===== config.mk =====
export PLATFORM = sky130hd
export DESIGN_NAME = ex_muldiv_flat
export DESIGN_NICKNAME = d
export VERILOG_FILES = /design/src/rtl/ex_muldiv_pkg.sv /design/src/rtl/ex_muldiv_if.sv /design/src/rtl/ex_muldiv_md_iter_core.sv /design/src/rtl/ex_muldiv.sv /design/src/flat_wrapper.sv
export SDC_FILE = /design/constraint.sdc
export NUM_CORES = 1
export LEC_CHECK = 0
export ABC_CLOCK_PERIOD_IN_PS = 5630
export CORE_ASPECT_RATIO = 2
export CORE_MARGIN = 4
export CORE_UTILIZATION = 30
export DETAILED_ROUTE_END_ITERATION = 6
export HOLD_SLACK_MARGIN = 0.1
export PLACE_DENSITY = 0.55
export RECOVER_POWER = 50
export SYNTH_ARGS = -nofsm -noshare
export SYNTH_HDL_FRONTEND = slang
export SYNTH_SLANG_ARGS = --single-unit

===== constraint.sdc =====
create_clock -name clk -period 5.63 [get_ports clk]
set_input_delay 1.126 -clock clk [delete_from_list [all_inputs] [get_ports clk]]
set_output_delay 1.126 -clock clk [all_outputs]
set_load 0.02 [all_outputs]

===== src/rtl/ex_muldiv_pkg.sv =====
// Shared opcodes, funct3 codes and FSM encodings for the RV32M execute unit.
package ex_muldiv_pkg;

    localparam int XLEN_DEF = 32;
    localparam int MD_CNT_W = 6;

    localparam logic [6:0] OPCODE_OP     = 7'b0110011;
    localparam logic [6:0] FUNCT7_MULDIV = 7'b0000001;

    typedef enum logic [2:0] {
        F3_MUL    = 3'b000,
        F3_MULH   = 3'b001,
        F3_MULHSU = 3'b010,
        F3_MULHU  = 3'b011,
        F3_DIV    = 3'b100,
        F3_DIVU   = 3'b101,
        F3_REM    = 3'b110,
        F3_REMU   = 3'b111
    } md_op_e;

    typedef enum logic [1:0] {
        MD_IDLE = 2'd0,
        MD_CALC = 2'd1,
        MD_DONE = 2'd2
    } md_state_e;

endpackage


===== src/rtl/ex_muldiv_if.sv =====
// ID/EX-to-muldiv bus: instruction fields and operands in, stall and write-back out.
interface ex_muldiv_if;

    logic [6:0]  idex2ex_opcode_i;
    logic [2:0]  idex2ex_funct3_i;
    logic [31:0] idex2ex_id_ins_i;
    logic [31:0] idex2ex_source1_i;
    logic [31:0] idex2ex_source2_i;
    logic [4:0]  idex2ex_rd_addr_i;
    logic        cu2md_flush_i;
    logic        md2cu_stall_o;
    logic [31:0] md2ex_result_o;
    logic [4:0]  md2ex_rd_addr_o;
    logic        md2ex_we_o;
    logic        md2ex_busy_o;

    modport master (
        output idex2ex_opcode_i, idex2ex_funct3_i, idex2ex_id_ins_i,
               idex2ex_source1_i, idex2ex_source2_i, idex2ex_rd_addr_i, cu2md_flush_i,
        input  md2cu_stall_o, md2ex_result_o, md2ex_rd_addr_o, md2ex_we_o, md2ex_busy_o
    );

    modport slave (
        input  idex2ex_opcode_i, idex2ex_funct3_i, idex2ex_id_ins_i,
               idex2ex_source1_i, idex2ex_source2_i, idex2ex_rd_addr_i, cu2md_flush_i,
        output md2cu_stall_o, md2ex_result_o, md2ex_rd_addr_o, md2ex_we_o, md2ex_busy_o
    );

endinterface


===== src/rtl/ex_muldiv_md_iter_core.sv =====
// Unsigned radix-2 datapath: shift-add multiply or restoring divide, one step per enabled cycle.
// acc_step is the accumulator after the current step so the caller can capture the last one.
module ex_muldiv_md_iter_core #(
    parameter int XLEN = 32
) (
    input  logic              clk,
    input  logic              rest,
    input  logic              load,
    input  logic              step,
    input  logic              is_div,
    input  logic [XLEN-1:0]   op_a,
    input  logic [XLEN-1:0]   op_b,
    output logic [2*XLEN-1:0] acc_step
);

    logic [2*XLEN-1:0] acc;
    logic [XLEN-1:0]   opnd;
    logic              div_mode;
    logic [XLEN:0]     mul_sum;
    logic [XLEN:0]     div_diff;

    // Multiply keeps {partial, multiplier}; divide keeps {remainder, dividend/quotient}.
    always_comb begin
        mul_sum  = {1'b0, acc[2*XLEN-1:XLEN]} + (acc[0] ? {1'b0, opnd} : '0);
        div_diff = acc[2*XLEN-1:XLEN-1] - {1'b0, opnd};
        if (!div_mode)
            acc_step = {mul_sum, acc[XLEN-1:1]};
        else if (!div_diff[XLEN])
            acc_step = {div_diff[XLEN-1:0], acc[XLEN-2:0], 1'b1};
        else
            acc_step = {acc[2*XLEN-2:0], 1'b0};
    end

    always_ff @(posedge clk) begin
        if (!rest) begin
            acc      <= '0;
            opnd     <= '0;
            div_mode <= 1'b0;
        end else if (load) begin
            div_mode <= is_div;
            opnd     <= is_div ? op_b : op_a;
            acc      <= {{XLEN{1'b0}}, (is_div ? op_a : op_b)};
        end else if (step) begin
            acc <= acc_step;
        end
    end

endmodule


===== src/rtl/ex_muldiv.sv =====
// RV32M execute-stage multiply/divide: iterative, stalls the front of the pipeline until done.
// IDLE | wait for an M instruction  ;  CALC | 32 radix-2 steps  ;  DONE | one-cycle write-back
module ex_muldiv
    import ex_muldiv_pkg::*;
#(
    parameter int XLEN  = XLEN_DEF,
    parameter int CNT_W = MD_CNT_W
) (
    input  logic        clk,
    input  logic        rest,
    ex_muldiv_if.slave  bus
);

    md_state_e         state;
    md_op_e            op_in;
    md_op_e            op_r;
    logic [CNT_W-1:0]  cnt;
    logic [XLEN-1:0]   src_a;
    logic [XLEN-1:0]   src_b;
    logic [XLEN-1:0]   mag_a;
    logic [XLEN-1:0]   mag_b;
    logic [XLEN-1:0]   special_res;
    logic [XLEN-1:0]   final_res;
    logic [XLEN-1:0]   result_r;
    logic [2*XLEN-1:0] acc_step;
    logic [2*XLEN-1:0] prod;
    logic [4:0]        rd_r;
    logic [4:0]        rd_out;
    logic              neg_q_r;
    logic              neg_r_r;
    logic              we_r;
    logic              is_md;
    logic              start;
    logic              flush;
    logic              a_neg;
    logic              b_neg;
    logic              div_zero;
    logic              div_ovf;
    logic              special;
    logic              core_step;
    logic              unused_ins;

    assign src_a      = bus.idex2ex_source1_i;
    assign src_b      = bus.idex2ex_source2_i;
    assign flush      = bus.cu2md_flush_i;
    assign op_in      = md_op_e'(bus.idex2ex_funct3_i);
    assign unused_ins = ^bus.idex2ex_id_ins_i[24:0];

    assign is_md = (bus.idex2ex_opcode_i == OPCODE_OP) &&
                   (bus.idex2ex_id_ins_i[31:25] == FUNCT7_MULDIV);
    assign start = is_md && (state == MD_IDLE) && !flush;

    always_comb begin
        a_neg    = (op_in inside {F3_MULH, F3_MULHSU, F3_DIV, F3_REM}) && src_a[XLEN-1];
        b_neg    = (op_in inside {F3_MULH, F3_DIV, F3_REM}) && src_b[XLEN-1];
        mag_a    = a_neg ? -src_a : src_a;
        mag_b    = b_neg ? -src_b : src_b;
        div_zero = bus.idex2ex_funct3_i[2] && (src_b == '0);
        div_ovf  = (op_in == F3_DIV || op_in == F3_REM) &&
                   (src_a == {1'b1, {(XLEN-1){1'b0}}}) && (src_b == '1);
        special  = div_zero || div_ovf;
        // funct3[1] separates REM/REMU from DIV/DIVU
        if (div_zero)
            special_res = bus.idex2ex_funct3_i[1] ? src_a : '1;
        else
            special_res = bus.idex2ex_funct3_i[1] ? '0 : {1'b1, {(XLEN-1){1'b0}}};
    end

    always_comb begin
        prod = neg_q_r ? -acc_step : acc_step;
        case (op_r)
            F3_MUL:                      final_res = prod[XLEN-1:0];
            F3_MULH, F3_MULHSU, F3_MULHU: final_res = prod[2*XLEN-1:XLEN];
            F3_DIV, F3_DIVU:             final_res = neg_q_r ? -acc_step[XLEN-1:0] : acc_step[XLEN-1:0];
            default:                     final_res = neg_r_r ? -acc_step[2*XLEN-1:XLEN]
                                                             : acc_step[2*XLEN-1:XLEN];
        endcase
    end

    assign core_step = (state == MD_CALC) && !flush;

    ex_muldiv_md_iter_core #(.XLEN(XLEN)) u_core (
        .clk      (clk),
        .rest     (rest),
        .load     (start),
        .step     (core_step),
        .is_div   (bus.idex2ex_funct3_i[2]),
        .op_a     (mag_a),
        .op_b     (mag_b),
        .acc_step (acc_step)
    );

    always_ff @(posedge clk) begin
        if (!rest) begin
            state    <= MD_IDLE;
            op_r     <= F3_MUL;
            cnt      <= '0;
            rd_r     <= '0;
            rd_out   <= '0;
            result_r <= '0;
            neg_q_r  <= 1'b0;
            neg_r_r  <= 1'b0;
            we_r     <= 1'b0;
        end else if (flush) begin
            state <= MD_IDLE;
            cnt   <= '0;
            we_r  <= 1'b0;
        end else begin
            case (state)
                MD_IDLE: begin
                    we_r <= 1'b0;
                    if (start) begin
                        op_r    <= op_in;
                        rd_r    <= bus.idex2ex_rd_addr_i;
                        neg_q_r <= a_neg ^ b_neg;
                        neg_r_r <= a_neg;
                        cnt     <= '0;
                        if (special) begin
                            state    <= MD_DONE;
                            result_r <= special_res;
                            rd_out   <= bus.idex2ex_rd_addr_i;
                            we_r     <= (bus.idex2ex_rd_addr_i != '0);
                        end else begin
                            state <= MD_CALC;
                        end
                    end
                end
                MD_CALC: begin
                    if (cnt == CNT_W'(XLEN - 1)) begin
                        state    <= MD_DONE;
                        result_r <= final_res;
                        rd_out   <= rd_r;
                        we_r     <= (rd_r != '0);
                    end else begin
                        cnt <= cnt + CNT_W'(1);
                    end
                end
                MD_DONE: begin
                    state <= MD_IDLE;
                    we_r  <= 1'b0;
                end
                default: begin
                    state <= MD_IDLE;
                    we_r  <= 1'b0;
                end
            endcase
        end
    end

    assign bus.md2cu_stall_o   = rest && !flush && (start || (state == MD_CALC));
    assign bus.md2ex_we_o      = rest && !flush && we_r;
    assign bus.md2ex_busy_o    = (state != MD_IDLE);
    assign bus.md2ex_result_o  = result_r;
    assign bus.md2ex_rd_addr_o = rd_out;

endmodule


===== src/flat_wrapper.sv =====
// flat-port wrapper written by rule: the top's interface ports become plain ports
module ex_muldiv_flat import ex_muldiv_pkg::*;
#(
    parameter int XLEN  = XLEN_DEF,
    parameter int CNT_W = MD_CNT_W
)
  (clk, rest, bus_idex2ex_opcode_i, bus_idex2ex_funct3_i, bus_idex2ex_id_ins_i, bus_idex2ex_source1_i, bus_idex2ex_source2_i, bus_idex2ex_rd_addr_i, bus_cu2md_flush_i, bus_md2cu_stall_o, bus_md2ex_result_o, bus_md2ex_rd_addr_o, bus_md2ex_we_o, bus_md2ex_busy_o);
  ex_muldiv_if bus_i ();
  input  logic clk;
  input  logic rest;
  input wire logic [$bits(bus_i.idex2ex_opcode_i)-1:0] bus_idex2ex_opcode_i;
  input wire logic [$bits(bus_i.idex2ex_funct3_i)-1:0] bus_idex2ex_funct3_i;
  input wire logic [$bits(bus_i.idex2ex_id_ins_i)-1:0] bus_idex2ex_id_ins_i;
  input wire logic [$bits(bus_i.idex2ex_source1_i)-1:0] bus_idex2ex_source1_i;
  input wire logic [$bits(bus_i.idex2ex_source2_i)-1:0] bus_idex2ex_source2_i;
  input wire logic [$bits(bus_i.idex2ex_rd_addr_i)-1:0] bus_idex2ex_rd_addr_i;
  input wire logic [$bits(bus_i.cu2md_flush_i)-1:0] bus_cu2md_flush_i;
  output wire logic [$bits(bus_i.md2cu_stall_o)-1:0] bus_md2cu_stall_o;
  output wire logic [$bits(bus_i.md2ex_result_o)-1:0] bus_md2ex_result_o;
  output wire logic [$bits(bus_i.md2ex_rd_addr_o)-1:0] bus_md2ex_rd_addr_o;
  output wire logic [$bits(bus_i.md2ex_we_o)-1:0] bus_md2ex_we_o;
  output wire logic [$bits(bus_i.md2ex_busy_o)-1:0] bus_md2ex_busy_o;
  assign bus_i.idex2ex_opcode_i = bus_idex2ex_opcode_i;
  assign bus_i.idex2ex_funct3_i = bus_idex2ex_funct3_i;
  assign bus_i.idex2ex_id_ins_i = bus_idex2ex_id_ins_i;
  assign bus_i.idex2ex_source1_i = bus_idex2ex_source1_i;
  assign bus_i.idex2ex_source2_i = bus_idex2ex_source2_i;
  assign bus_i.idex2ex_rd_addr_i = bus_idex2ex_rd_addr_i;
  assign bus_i.cu2md_flush_i = bus_cu2md_flush_i;
  assign bus_md2cu_stall_o = bus_i.md2cu_stall_o;
  assign bus_md2ex_result_o = bus_i.md2ex_result_o;
  assign bus_md2ex_rd_addr_o = bus_i.md2ex_rd_addr_o;
  assign bus_md2ex_we_o = bus_i.md2ex_we_o;
  assign bus_md2ex_busy_o = bus_i.md2ex_busy_o;
  ex_muldiv #(.XLEN(XLEN), .CNT_W(CNT_W)) u_core (.clk(clk), .rest(rest), .bus(bus_i));
endmodule

==> impl_metrics.tcl <==
set metrics [dict create \
    start_util_pct 30.5 \
    critPathLaunchType "register" \
    synth.distinct_cells 92 \
    post-dp-hpwl_mm 72.3 \
    max_freq_ghz 0.183 \
    portBuffers 128 \
    switching_power_mw 0.846 \
    avgRoutedWirePerCell_um 25.8 \
    die_area_sq_mm 0.0605 \
    slowest_stage "or4_4" \
    hold_path_class "reg -> reg" \
    routed_wl_mm 87.6 \
    synth_seq_cells 153 \
    vias 19900 \
    r2r_start "u_core.u_core.acc[0]" \
    power_frac_comb_pct 13.0 \
    cp.required_ps 6030 \
    root_buffer "clkbuf_16" \
    top_level_ports 154 \
    synth_enable_flop_cells 0 \
    rows 122 \
    final-max-slew-violation-count 0 \
    ys_warn_count 0 \
    via_per_inst 5.85 \
    end_kind "register" \
    cts_buffers 17 \
    clockBufferDepth 2 \
    nNetsFinal 2827 \
    post-route-period-util_pct 96.8 \
    power_frac_clock_pct 47.0 \
    worstPathArrival_ps 5850 \
    synth_fp_nets 2635 \
    ant_nets 0 \
    grt_pass1_wl_mm 126 \
    period_needed_ps 5450 \
    layout.cells.non_filler 3400 \
    cp-startpoint "u_core.u_core.acc[0]" \
    final_util_pct 37.2 \
    finalSetupViolCount 0 \
    worst-path-max-fanout 13 \
    outcome "completed" \
    rsz0062_at_grt "no" \
    ys_seq_area_share_pct 18.1 \
    die_h_um 344 \
    cts_tree "done" \
    grt_use_total_pct 28.0 \
    grt_max_degree 73 \
    drv_cap 0 \
    p_per_area_mw_per_mm2 131 \
    totalPowerFinal_mw 2.70 \
    clk_pin_slew_worst_paths_ps 80 \
    slew-limit-headroom_pct 2.09 \
    critPathKind "reg -> reg" \
    async_flop_share_pct 0 \
    leakage_nw 8.03 \
    syn_area_per_cell_sq_um 6.91 \
    power.share.switching_pct 31.4 \
    die_x_um 176 \
    hold_viol 0 \
    syn_inst 2449 \
    post_cts_buffers 0 \
    synth_ff_type "dfxtp_1" \
    cts_max_level 4 \
    antenna_found_initial 0 \
    initialDrtViolationCount 1536 \
    insertion_delay_ps 480 \
    hold_ws_ps 468 \
    crit_chain "buf_4, buf_4, buf_4, and2_1, ha_1, a21oi_1, o21ai_0, or4_1, o2111a_1, a311o_1, a31o_4, or3_4, or4b_4, or4_4, a311o_1, a311oi_2" \
    cts_sinks 153 \
    syn_area_sq_mm 0.0169 \
    min_from "u_core.bus.md2ex_result_o[26]" \
    syn2layout_area_growth_pct 22.1 \
    ff_latch_area_sq_mm 0.00307 \
    intPower_mw 1.85 \
    drt_pre_antenna_iters 6 \
    skew_ps 14.5 \
    grt_overflow 0 \
    max_stage_delay_ps 560 \
    worst_ir_drop_vdd_v 0.000239 \
    grt_pass1_vias 20000 \
    fillCellCount 5980 \
    worst_pin_slew_ps 1470 \
    pwr-share-seq_pct 40.0 \
    route.detailed.drc 0 \
    place.gp.congestion 1.03 \
    multi_input_area_sq_mm 0.0130 \
    core_area_sq_mm 0.0556 \
    drive_above_1_share_pct 10.9 \
    placed_cells 3366 \
    fin_tns_setup_ps 0 \
    crit_top_cell "buf_4" \
]
==> cell usage in the layout (no fill, tap or decap), drive strengths merged, types with 16 or more instances in the layout <==
cell           count
mux2i             51
buf              191
a211oi            61
or4               17
o21ai            182
or3               28
nand3             53
and3              16
nor4              19
xnor2             74
ha                70
o31ai             28
nand2            320
and2              63
xor2              76
dlygate4sd3       40
o211ai            69
o21a              37
a21o              26
clkdlybuf4s50     86
clkbuf            21
inv               83
nand4             36
a21boi            53
or2               19
nor2             220
nor3              74
a31oi             29
dfxtp            153
nand2b            28
a21oi            201
==> worst max-delay path: cells and delay by family, from the launching register on <==
family | cells | cell delay [ps]
adders and majority gates | 1 | 320
AOI/OAI and AO/OA | 7 | 1970
buffers and inverters | 3 | 630
and+or+nand+nor | 5 | 2060
DFF | 1 | 380
==> synth_stat cells (all sizes together) (13+ instances only) <==
cell | count | share of area, %
nand2 | 320 | 7.1
nor2 | 220 | 4.9
a21oi | 201 | 6.0
o21ai | 182 | 5.4
dfxtp | 153 | 18
clkbuf | 121 | 2.7
xor2 | 76 | 3.9
inv | 75 | 1.7
nor3 | 74 | 2.2
xnor2 | 74 | 3.8
ha | 70 | 5.2
o211ai | 69 | 3.1
and2 | 63 | 2.3
a211oi | 61 | 2.7
a21boi | 53 | 2.4
nand3 | 53 | 1.6
mux2i | 51 | 3.0
o21a | 37 | 1.6
nand4 | 36 | 1.3
a31oi | 29 | 1.1
nand2b | 28 | 1.0
o31ai | 28 | 1.2
or3 | 28 | 1.1
buf | 27 | 0.78
a21o | 26 | 1.2
nor4 | 19 | 0.74
or2 | 19 | 0.70
or4 | 17 | 0.78
and3 | 16 | 0.59
a221oi | 15 | 0.81
o221ai | 15 | 0.78
o211a | 14 | 0.83
nor2b | 13 | 0.48
==> path summary, 6_finish.rpt <==
path / end / slack, ps / cells past startpoint
setup / recovery: u_core.bus.md2ex_result_o[31] / 180 / 16
hold / removal: u_core.bus.md2ex_result_o[26] / 470 / 2
setup reg to reg: u_core.bus.md2ex_result_o[31] / 180 / 16
hold reg to reg: u_core.bus.md2ex_result_o[26] / 470 / 2
==> timing repair <==
item / 4_1_cts / 5_1_grt
endpoints found under the setup margin: 0 / 5
hold buffers: 0 / 0
resized for setup: 0 / 7
==> stage by stage <==
step	setup WS [ps]	cell area [sq um]
floorplan	421	16900
global placement	200	20000
detailed placement	169	20000
CTS	124	20600
global route	2.85	20700
finish	179	20700
==> power by group through the flow <==
stage,registers (mW),clock network [mW],logic [mW]
final,1.08,1.27,0.350
after global routing,1.08,1.31,0.367
after CTS,1.08,1.28,0.347
after detailed placement,1.11,0,0.347
after global placement,1.11,0,0.345
after floorplan,1.11,0,0.149
==> layout make-up <==
class | count | share of cell area (%)
Sequential cell | 153 | 14.8
Tap cell | 744 | 4.50
Antenna cell | 2 | 0.0242
Clock inverter | 15 | 0.950
Inverter | 76 | 1.38
Multi-Input combinational cell | 2072 | 63.1
Clock buffer | 17 | 2.06
Timing Repair Buffer | 321 | 13.2
==> sequential cells by signal, summed over array words and instances, names as in the netlist <==
register and count:
u_core.cnt 6, u_core.u_core.acc 64, u_core.u_core.opnd 32, u_core.neg_r_r 1, u_core.we_r 1, u_core.bus.md2ex_rd_addr_o 5
u_core.rd_r 5, u_core.op_r 3, u_core.state 2, u_core.bus.md2ex_result_o 32, u_core.u_core.div_mode 1, u_core.neg_q_r 1
==> cell families (layout without fill, tap and decap cells) <==
family | count (synthesis) | in the layout | synth area share (%)
mux | 59 | 59 | 3.55
simple gates | 953 | 953 | 27.2
other cells | 0 | 2 | 0
flops | 153 | 153 | 18.1
fa+ha+maj | 72 | 72 | 5.41
compound gates | 838 | 838 | 32.8
xor+xnor | 150 | 150 | 7.76
buf+inv | 224 | 429 | 5.15
==> metal layers <==
metal  global-route usage [%]  share of wire [%]  wire length, um  up-vias
met5                        0                  0                0        -
met1                     25.2                 32            28000     9403
met3                     2.87                3.6             3190      319
met2                     52.6                 52            45900      764
li1                         -                  -                -     9408
met4                     28.0                 12            10500        0
Power figures use the tool's default switching activity.
